**src/rtl/icache_refill_if.sv**
```systemverilog
// -----------------------------------------------------------------------------
// icache_refill_if
// AXI read-address and read-data channels used by the icache refill unit.
//   master : refill unit side (drives ar*, rready; receives arready, r*)
//   slave  : memory / interconnect side
// -----------------------------------------------------------------------------
interface icache_refill_if;
    logic [3:0]  arid;
    logic [31:0] araddr;
    logic [7:0]  arlen;
    logic [2:0]  arsize;
    logic [1:0]  arburst;
    logic        arvalid;
    logic        arready;
    logic [3:0]  rid;
    logic [31:0] rdata;
    logic [1:0]  rresp;
    logic        rlast;
    logic        rvalid;
    logic        rready;

    modport master (
        output arid, araddr, arlen, arsize, arburst, arvalid, rready,
        input  arready, rid, rdata, rresp, rlast, rvalid
    );

    modport slave (
        input  arid, araddr, arlen, arsize, arburst, arvalid, rready,
        output arready, rid, rdata, rresp, rlast, rvalid
    );
endinterface

```
**src/rtl/icache_refill.sv**
```systemverilog
// -----------------------------------------------------------------------------
// icache_refill
// Instruction-cache line refill unit. A miss is served from the next-line
// prefetch buffer when it holds the missing line; otherwise the line is
// fetched with a single LINE_WORDS-beat AXI INCR read burst. The whole line is
// returned with a line_valid pulse, and the critical word (the one that
// missed) is returned early with a crit_valid pulse.
//
// Ports
//   clk, rst                 clock, asynchronous active-low reset
//   miss_req, miss_addr      level miss request and fetch address
//   pf_addr, pf_data, pf_ready  prefetch buffer line and its validity
//   line_addr, line_data     returned line base and contents (registered)
//   line_valid               one-cycle pulse, line outputs valid
//   from_pf, line_err        line source / some beat returned an error
//   crit_word, crit_valid    critical word and its one-cycle pulse
//   axi                      AXI read channels (master modport)
// -----------------------------------------------------------------------------
module icache_refill #(
    parameter int LINE_WORDS = 16
) (
    input  logic                         clk,
    input  logic                         rst,
    input  logic                         miss_req,
    input  logic [31:0]                  miss_addr,
    input  logic [31:0]                  pf_addr,
    input  logic [LINE_WORDS-1:0][31:0]  pf_data,
    input  logic                         pf_ready,
    output logic [31:0]                  line_addr,
    output logic [LINE_WORDS-1:0][31:0]  line_data,
    output logic                         line_valid,
    output logic                         from_pf,
    output logic                         line_err,
    output logic [31:0]                  crit_word,
    output logic                         crit_valid,
    icache_refill_if.master              axi
);

    localparam int CNT_W = $clog2(LINE_WORDS);
    localparam int OFF_W = CNT_W + 2;

    typedef enum logic [1:0] {IDLE, HDSK, TRAN, DONE} state_t;

    state_t             state, state_nxt;
    logic [CNT_W-1:0]   count;
    logic [CNT_W-1:0]   widx;
    logic               crit_pend;

    logic [31:0]        miss_base;
    logic [CNT_W-1:0]   miss_widx;
    logic               pf_hit;

    assign miss_base = {miss_addr[31:OFF_W], {OFF_W{1'b0}}};
    assign miss_widx = miss_addr[OFF_W-1:2];
    // Full 32-bit compare: the prefetch buffer only holds line-aligned bases.
    assign pf_hit    = pf_ready && (pf_addr == miss_base);

    // rid and the byte offset within the word carry no information here.
    logic unused_ok;
    assign unused_ok = &{1'b0, axi.rid, miss_addr[1:0]};

    // Fixed burst shape: one full line, 32-bit beats, incrementing.
    assign axi.arid    = 4'd0;
    assign axi.arlen   = 8'(LINE_WORDS - 1);
    assign axi.arsize  = 3'd2;
    assign axi.arburst = 2'b01;

    // State register
    always_ff @(posedge clk or negedge rst) begin
        if (!rst) begin
            state <= IDLE;
        end else begin
            state <= state_nxt;
        end
    end

    // Next-state logic
    always_comb begin
        state_nxt = state;
        case (state)
            IDLE: if (miss_req) state_nxt = pf_hit ? DONE : HDSK;
            HDSK: if (axi.arready) state_nxt = TRAN;
            TRAN: if (axi.rvalid && axi.rlast) state_nxt = DONE;
            DONE: state_nxt = IDLE;
            default: state_nxt = IDLE;
        endcase
    end

    // Output logic
    always_comb begin
        axi.arvalid = (state == HDSK);
        axi.araddr  = (state == HDSK) ? line_addr : 32'd0;
        axi.rready  = (state == TRAN);
        line_valid  = (state == DONE);
        // A prefetch hit has its critical word ready together with the line;
        // on the AXI path the pulse follows the critical beat by one cycle.
        crit_valid  = crit_pend || ((state == DONE) && from_pf);
    end

    // Line datapath and beat bookkeeping
    always_ff @(posedge clk or negedge rst) begin
        if (!rst) begin
            line_addr <= '0;
            line_data <= '0;
            from_pf   <= 1'b0;
            line_err  <= 1'b0;
            crit_word <= '0;
            crit_pend <= 1'b0;
            count     <= '0;
            widx      <= '0;
        end else begin
            crit_pend <= 1'b0;
            case (state)
                IDLE: begin
                    if (miss_req) begin
                        line_addr <= miss_base;
                        line_err  <= 1'b0;
                        widx      <= miss_widx;
                        if (pf_hit) begin
                            line_data <= pf_data;
                            from_pf   <= 1'b1;
                            crit_word <= pf_data[miss_widx];
                        end else begin
                            from_pf   <= 1'b0;
                        end
                    end
                end
                TRAN: begin
                    // rready is always high in TRAN, so rvalid alone is a beat.
                    // count wraps, so overlong bursts overwrite from word 0.
                    if (axi.rvalid) begin
                        line_data[count] <= axi.rdata;
                        count            <= count + 1'b1;
                        if (axi.rresp != 2'b00) line_err <= 1'b1;
                        if (count == widx) begin
                            crit_word <= axi.rdata;
                            crit_pend <= 1'b1;
                        end
                    end
                end
                DONE: begin
                    count <= '0;
                end
                default: ;
            endcase
        end
    end

endmodule

```
**src/flat_wrapper.sv**
```systemverilog
// flat-port wrapper written by rule: the top's interface ports become plain ports
module icache_refill_flat 
#(
    parameter int LINE_WORDS = 16
)
  (clk, rst, miss_req, miss_addr, pf_addr, pf_data, pf_ready, line_addr, line_data, line_valid, from_pf, line_err, crit_word, crit_valid, axi_arid, axi_araddr, axi_arlen, axi_arsize, axi_arburst, axi_arvalid, axi_rready, axi_arready, axi_rid, axi_rdata, axi_rresp, axi_rlast, axi_rvalid);
  icache_refill_if axi_i ();
  input  logic clk;
  input  logic rst;
  input  logic miss_req;
  input  logic [31:0] miss_addr;
  input  logic [31:0] pf_addr;
  input  logic [LINE_WORDS-1:0][31:0] pf_data;
  input  logic pf_ready;
  output logic [31:0] line_addr;
  output logic [LINE_WORDS-1:0][31:0] line_data;
  output logic line_valid;
  output logic from_pf;
  output logic line_err;
  output logic [31:0] crit_word;
  output logic crit_valid;
  output wire logic [$bits(axi_i.arid)-1:0] axi_arid;
  output wire logic [$bits(axi_i.araddr)-1:0] axi_araddr;
  output wire logic [$bits(axi_i.arlen)-1:0] axi_arlen;
  output wire logic [$bits(axi_i.arsize)-1:0] axi_arsize;
  output wire logic [$bits(axi_i.arburst)-1:0] axi_arburst;
  output wire logic [$bits(axi_i.arvalid)-1:0] axi_arvalid;
  output wire logic [$bits(axi_i.rready)-1:0] axi_rready;
  input wire logic [$bits(axi_i.arready)-1:0] axi_arready;
  input wire logic [$bits(axi_i.rid)-1:0] axi_rid;
  input wire logic [$bits(axi_i.rdata)-1:0] axi_rdata;
  input wire logic [$bits(axi_i.rresp)-1:0] axi_rresp;
  input wire logic [$bits(axi_i.rlast)-1:0] axi_rlast;
  input wire logic [$bits(axi_i.rvalid)-1:0] axi_rvalid;
  assign axi_arid = axi_i.arid;
  assign axi_araddr = axi_i.araddr;
  assign axi_arlen = axi_i.arlen;
  assign axi_arsize = axi_i.arsize;
  assign axi_arburst = axi_i.arburst;
  assign axi_arvalid = axi_i.arvalid;
  assign axi_rready = axi_i.rready;
  assign axi_i.arready = axi_arready;
  assign axi_i.rid = axi_rid;
  assign axi_i.rdata = axi_rdata;
  assign axi_i.rresp = axi_rresp;
  assign axi_i.rlast = axi_rlast;
  assign axi_i.rvalid = axi_rvalid;
  icache_refill #(.LINE_WORDS(LINE_WORDS)) u_core (.clk(clk), .rst(rst), .miss_req(miss_req), .miss_addr(miss_addr), .pf_addr(pf_addr), .pf_data(pf_data), .pf_ready(pf_ready), .line_addr(line_addr), .line_data(line_data), .line_valid(line_valid), .from_pf(from_pf), .line_err(line_err), .crit_word(crit_word), .crit_valid(crit_valid), .axi(axi_i));
endmodule
```
**config.mk**
```make
export PLATFORM = sky130hd
export DESIGN_NAME = icache_refill_flat
export DESIGN_NICKNAME = d
export VERILOG_FILES = /design/src/rtl/icache_refill_if.sv /design/src/rtl/icache_refill.sv /design/src/flat_wrapper.sv
export SDC_FILE = /design/constraint.sdc
export NUM_CORES = 1
export LEC_CHECK = 0
export BUFFER_PORTS_ARGS = -buffer_cell sky130_fd_sc_hd__buf_2
export CAP_MARGIN = 20
export CELL_PAD_IN_SITES_DETAIL_PLACEMENT = 0
export CELL_PAD_IN_SITES_GLOBAL_PLACEMENT = 1
export CORE_AREA = 2 2 489 491
export CTS_CLUSTER_SIZE = 24
export DETAILED_ROUTE_END_ITERATION = 8
export DIE_AREA = 0 0 491 493
export MAX_ROUTING_LAYER = met4
export PLACE_DENSITY = 0.42
export RECOVER_POWER = 100
export SYNTH_ARGS = -nofsm -noshare
export SYNTH_HDL_FRONTEND = slang
export SYNTH_SLANG_ARGS = --single-unit
```
**constraint.sdc**
```tcl
create_clock -name clk -period 3.5 [get_ports clk]
set_input_delay 1.05 -clock clk [delete_from_list [all_inputs] [get_ports clk]]
set_output_delay 1.05 -clock clk [all_outputs]
set_load 0.05 [all_outputs]
```
=== Yosys cells after proc, flatten, opt, wreduce, memory -nomap -nowiden ===
Index checks and enable logic that the tools add are counted.
W data, S select, Z words.

* Memory bits (writable): 0
* Memories kept: 0
* Bits in registers: 583
* Bits in latches: 0
* Bits in read-only memories: 0
* Input port bits: 621

* Div/mod/pow operators: 0
* $add $sub $neg: 1
* Order comparisons: 3
* Muxes and demuxes: 30
* Equality and inequality tests: 12
* Reductions and logical operators: 15
* $mul: 0
* Bitwise operators: 0
* Shift-type cells: 0

{| class="wikitable"
|+ Operator list
! cell !! count
|-
| $mux W512 || 3
|-
| $pmux W512 S2 || 1
|-
| $bwmux W512 || 1
|-
| $mux W32 || 7
|-
| $bmux W32 S4 || 1
|-
| $demux W32 S4 || 1
|-
| $pmux W32 S2 || 1
|-
| $eq A32 B32 Y1 || 1
|-
| $ne A2 B1 Y1 const B || 6
|-
| $lt A4 B5 Y1 const B || 2
|-
| $mux W2 || 4
|-
| $pmux W2 S4 || 1
|-
| $pmux W4 S2 || 1
|-
| $reduce_and A4 Y1 || 2
|-
| $mux W1 || 7
|-
| $reduce_bool A2 Y1 || 3
|-
| $reduce_and A5 Y1 || 1
|-
| $add A4 B1 Y4 const B || 1
|-
| $eq A2 B2 Y1 const B || 2
|-
| $eq A4 B4 Y1 || 1
|-
| $ge A4 B1 Y1 const B || 1
|-
| $logic_and A1 B1 Y1 || 4
|-
| $mux W4 || 1
|-
| $reduce_and A2 Y1 || 2
|-
| 6 further kinds || 6
|}

=== Longest topological paths before layout ===
* Word-level depth: 7
* Mapped depth: 12
* Mapped depth without buffers: 8

=== Worst setup path before layout ===
Ideal clock, no wire load.

* Path type: input-to-reg
* Start: input pf_addr[1]
* End: register u_core.line_data[86] in the netlist's numbering
* Arrival: 3.289 ns
* Setup slack: 0.086 ns
* Cell stages on the path: 9
* Setup time: 0.125 ns
* Cell sequence: nor4b_2 nand4_1 or4_1 o41a_1 buf_6 buf_6 a21oi_4 buf_4 mux2_2

* Word-level cells in the longest chain between the ends: 4

{| class="wikitable"
|+ Ends and longest elaborated chain
! item !! RTL line !! RTL
|-
| from (decl) || flat_wrapper.sv:12 || <nowiki>input logic [31:0] pf_addr;</nowiki>
|-
| $eq A32 B32 Y1 || icache_refill.sv:56 || <nowiki>assign pf_hit = pf_ready && (pf_addr == miss_base);</nowiki>
|-
| $logic_and A1 B1 Y1 || icache_refill.sv:56 ||
|-
| $ne A2 B1 Y1 (no source line) || - ||
|-
| $reduce_and A4 Y1 (no source line) || - ||
|-
| to (signal assigned) || icache_refill.sv:120 || <nowiki>line_data <= pf_data;</nowiki>
|-
| to (signal, indexed assignment) || icache_refill.sv:132 || <nowiki>line_data[count] <= axi.rdata;</nowiki>
|-
| to (decl) || icache_refill.sv:30 || <nowiki>output logic [LINE_WORDS-1:0][31:0] line_data,</nowiki>
|}

Every way passes these cells.
A chain may end at the register's enable or synchronous reset.

=== Worst setup path in the final report ===
* Start: input pf_addr[30]
* End: register u_core.line_data[191] in the netlist's numbering

The elaborated chain is that of the path after synthesis.

==> out/results.txt <==
status - finished with violations
failing checks - max-capacitance violations, max-slew violations
fmax - 293 MHz
Pwr Density - 1070 nW/µm²
Peak VDD IR - 0.480 mV
routed vias/inst - 4.06
# rows - 179
reg2reg end - u_core.line_data[191]
Final Skew - 0.0293 ns
First-pass DRT Iterations - 5
largest net degree at the start of global routing - 134
crit path kind - input pin to flip-flop
Initial Util - 13.8%
final period utilization - 97.6%
die width - 491 µm
Yosys top cell area share - 44.5%
cell family with most CP delay - compound AO/OA/AOI/OAI gates
final net count - 4,921
CTS tree - built
GRT met3 Usage - 5.93%
most frequent cells in the layout - clkbuf_1 (615), buf_2 (613), dfrtp_1 (583), mux2_2 (525), inv_1 (521)
Syn Inst Count - 3,012
Area Growth Syn to Fin - 39.9%
CTS root buffer - clkbuf_16
max cap viols - 2
worst hold path type - flip-flop to flip-flop
Die ar. - 242,000 µm²
Required @ worst endpoint - 4.07 ns
crit path buf inv count - 3
Yosys warning count - 0
Tot GR Track Use - 19.3%
Clk Latency, worst-skew pair - 0.71 ns
Worst-Margin Slew - 1.70 ns
CTS clk-pin slew, worst paths - 0.06 ns
Worst Path Arrival - 3.99 ns
RePlAce Congestion - 0.927
Tmin final - 3.42 ns
RSZ-0062 raised after global routing - no
Core Util, Final - 19.3%
Reg2Reg Setup Slack - 0.27 ns
post-synthesis cell type count - 45
number of global-route vias before repair - 32,300
GRT busiest layer - met2
CP peak stage delay - 0.52 ns
vias - 30,800
Setup crit start kind - input pin
# port buffers - 1,216
Slew headroom - -13.1%
most common cell after layout, fill and taps aside - clkbuf_1
Hold Path Stages - 1
Worst R2R Path Depth - 10
Sink Count - 583
remaining antenna violation count - 0
fill count - 26,900
RR Startpoint - u_core.state[0]
share of layout cells above drive strength 1 - 37.9%
Non-Filler Instances - 7,580
Slew Limit Fails - 68
grt met2 use - 34.2%
worst hold endpoint - u_core.line_data[81]
placed insts - 7,372
antenna violations before repair - 106
Cell Chain, Critical Path - clkbuf_1 -> xnor2_1 -> nand4_1 -> or4_1 -> o41a_2 -> buf_8 -> a21oi_1 -> buf_12 -> mux2_2
met1 Use GR - 20.3%
number of H-tree levels - 3
HP Start - u_core.line_data[81]
Core Area - 237,000 µm²
Clock Path Buffers - 3
crit-path max FO - 26
Final Hold Fails - 0
Worst setup EP type - flip-flop
sequential area share after synthesis - 44.5%
1st-iter DRT viols - 1,834
Yosys reg bits - 583
DRT Wirelength - 235,000 µm
cts bufs inserted - 84
syn_area_per_cell - 10.9 µm²
first-pass GRT wire length - 308,000 µm
I/O pin total - 1,252
Remaining DRCs - 0
Die Y - 493 µm
Routed WL per cell - 31.0 µm
Synth area leader - dfrtp_1
cell leakage power - 20.5 nW
critical path's slowest cell - or4_1
synthesized cell area - 32,800 µm²
Final setup viols - 0
ranking of synthesized cells by area - dfrtp_1 (45%), mux2_2 (18%), o22ai_1 (9.8%), mux4_2 (6.6%), inv_1 (6.0%)
GR Overflow Total - 0
detailed placement HPWL - 188,000 µm
## synthesized netlist by cell type, drive strengths merged
master,n
nand2,78
xnor2,22
clkbuf,175
mux4,96
nor4b,1
conb,2
nand3b,3
nor2b,6
nand2b,29
mux2,574
a22o,1
ha,9
nor2,10
o22a,1
a21oi,46
and2,28
nor3,2
or4,1
buf,109
dfrtp,583
xor2,8
mux2i,38
o21ai,5
or3b,1
o41a,1
nand3,64
inv,521
a22oi,36
o32a,1
or2,1
a32o,2
a31oi,1
o22ai,513
a21o,2
nand4,8
nor4,2
o211ai,32
## cells by family (layout without fill, tap and decap cells)
kind of cell	Yosys count	in the layout	share of synthesized area, %
mux	708	708	27.8
fa+ha+maj	9	9	0.344
compound gates	641	641	12.8
other cells	2	87	0.0229
simple gates	234	234	3.59
xor+xnor	30	30	0.802
buf+inv	805	2121	10.1
flops	583	583	44.5
## area by class of cell
class / instances / area [µm²] / share of cell area, %
Tap cell: 3167 / 3960 / 8.65
Sequential cell: 583 / 14600 / 31.8
Multi-Input combinational cell: 1651 / 15000 / 32.7
Antenna cell: 58 / 145 / 0.317
Timing Repair Buffer: 1450 / 7430 / 16.2
Clock buffer: 123 / 2450 / 5.35
Clock inverter: 27 / 304 / 0.663
Inverter: 521 / 1960 / 4.27
## state kept, by name, indices dropped and copies added (netlist names)
name / flops
u_core.line_data: 512
u_core.crit_word: 32
u_core.line_addr: 26
u_core.count: 4
u_core.widx: 4
u_core.state: 2
u_core.crit_pend: 1
u_core.from_pf: 1
u_core.line_err: 1
## routing by layer
metal / part of all wire [%] / up-vias
li1: - / 13300
met1: 37 / 15800
met2: 51 / 1355
met3: 7.9 / 311
met4: 3.6 / 0
met5: 0 / -
## worst max path at each step
stage / startpoint / endpoint / slack [ns] / depth (start not counted)
detailed placement: pf_addr[1] / u_core.line_data[149] / -0.50 / 10
floorplan: pf_addr[1] / u_core.line_data[86] / 0.09 / 9
global route: u_core.state[1] / axi_araddr[25] / 0.02 / 5
finish: pf_addr[30] / u_core.line_data[191] / 0.08 / 9
CTS: u_core.state[0] / axi_rready / 0.05 / 5
global placement: pf_addr[1] / u_core.line_data[149] / -0.51 / 10
## stage by stage
stage	hold slack, ns	setup TNS [ns]	cell area [µm²]	setup slack, ns	power, mW
2_1_floorplan	0.470	0	32900	0.0859	31.2
3_3_place_gp	0.466	-222.24	44200	-0.509	41.7
3_5_place_dp	0.473	-217.83	44200	-0.504	41.8
4_1_cts	0.206	0	47000	0.0538	51.0
5_1_grt	0.506	0	45800	0.0220	51.3
6_report	0.488	0	45800	0.0839	49.1
## report_power, final
| group | switching [mW] | total [mW] | internal [mW] |
|---|---|---|---|
| clock network | 3.69 | 8.89 | 5.20 |
| registers | 1.93 | 11.8 | 9.91 |
| logic | 21.4 | 28.4 | 6.99 |
| total | 27.0 | 49.1 | 22.1 |
## repair_timing
action / 4_1_cts / 5_1_grt
gates resized for setup: 2 / 1
setup endpoints to repair: 23 / 1
hold buffers: 0 / 0
buffers inserted: 0 / 0
hold endpoints to repair: 0 / 0
(Power assumes the default switching activity.)
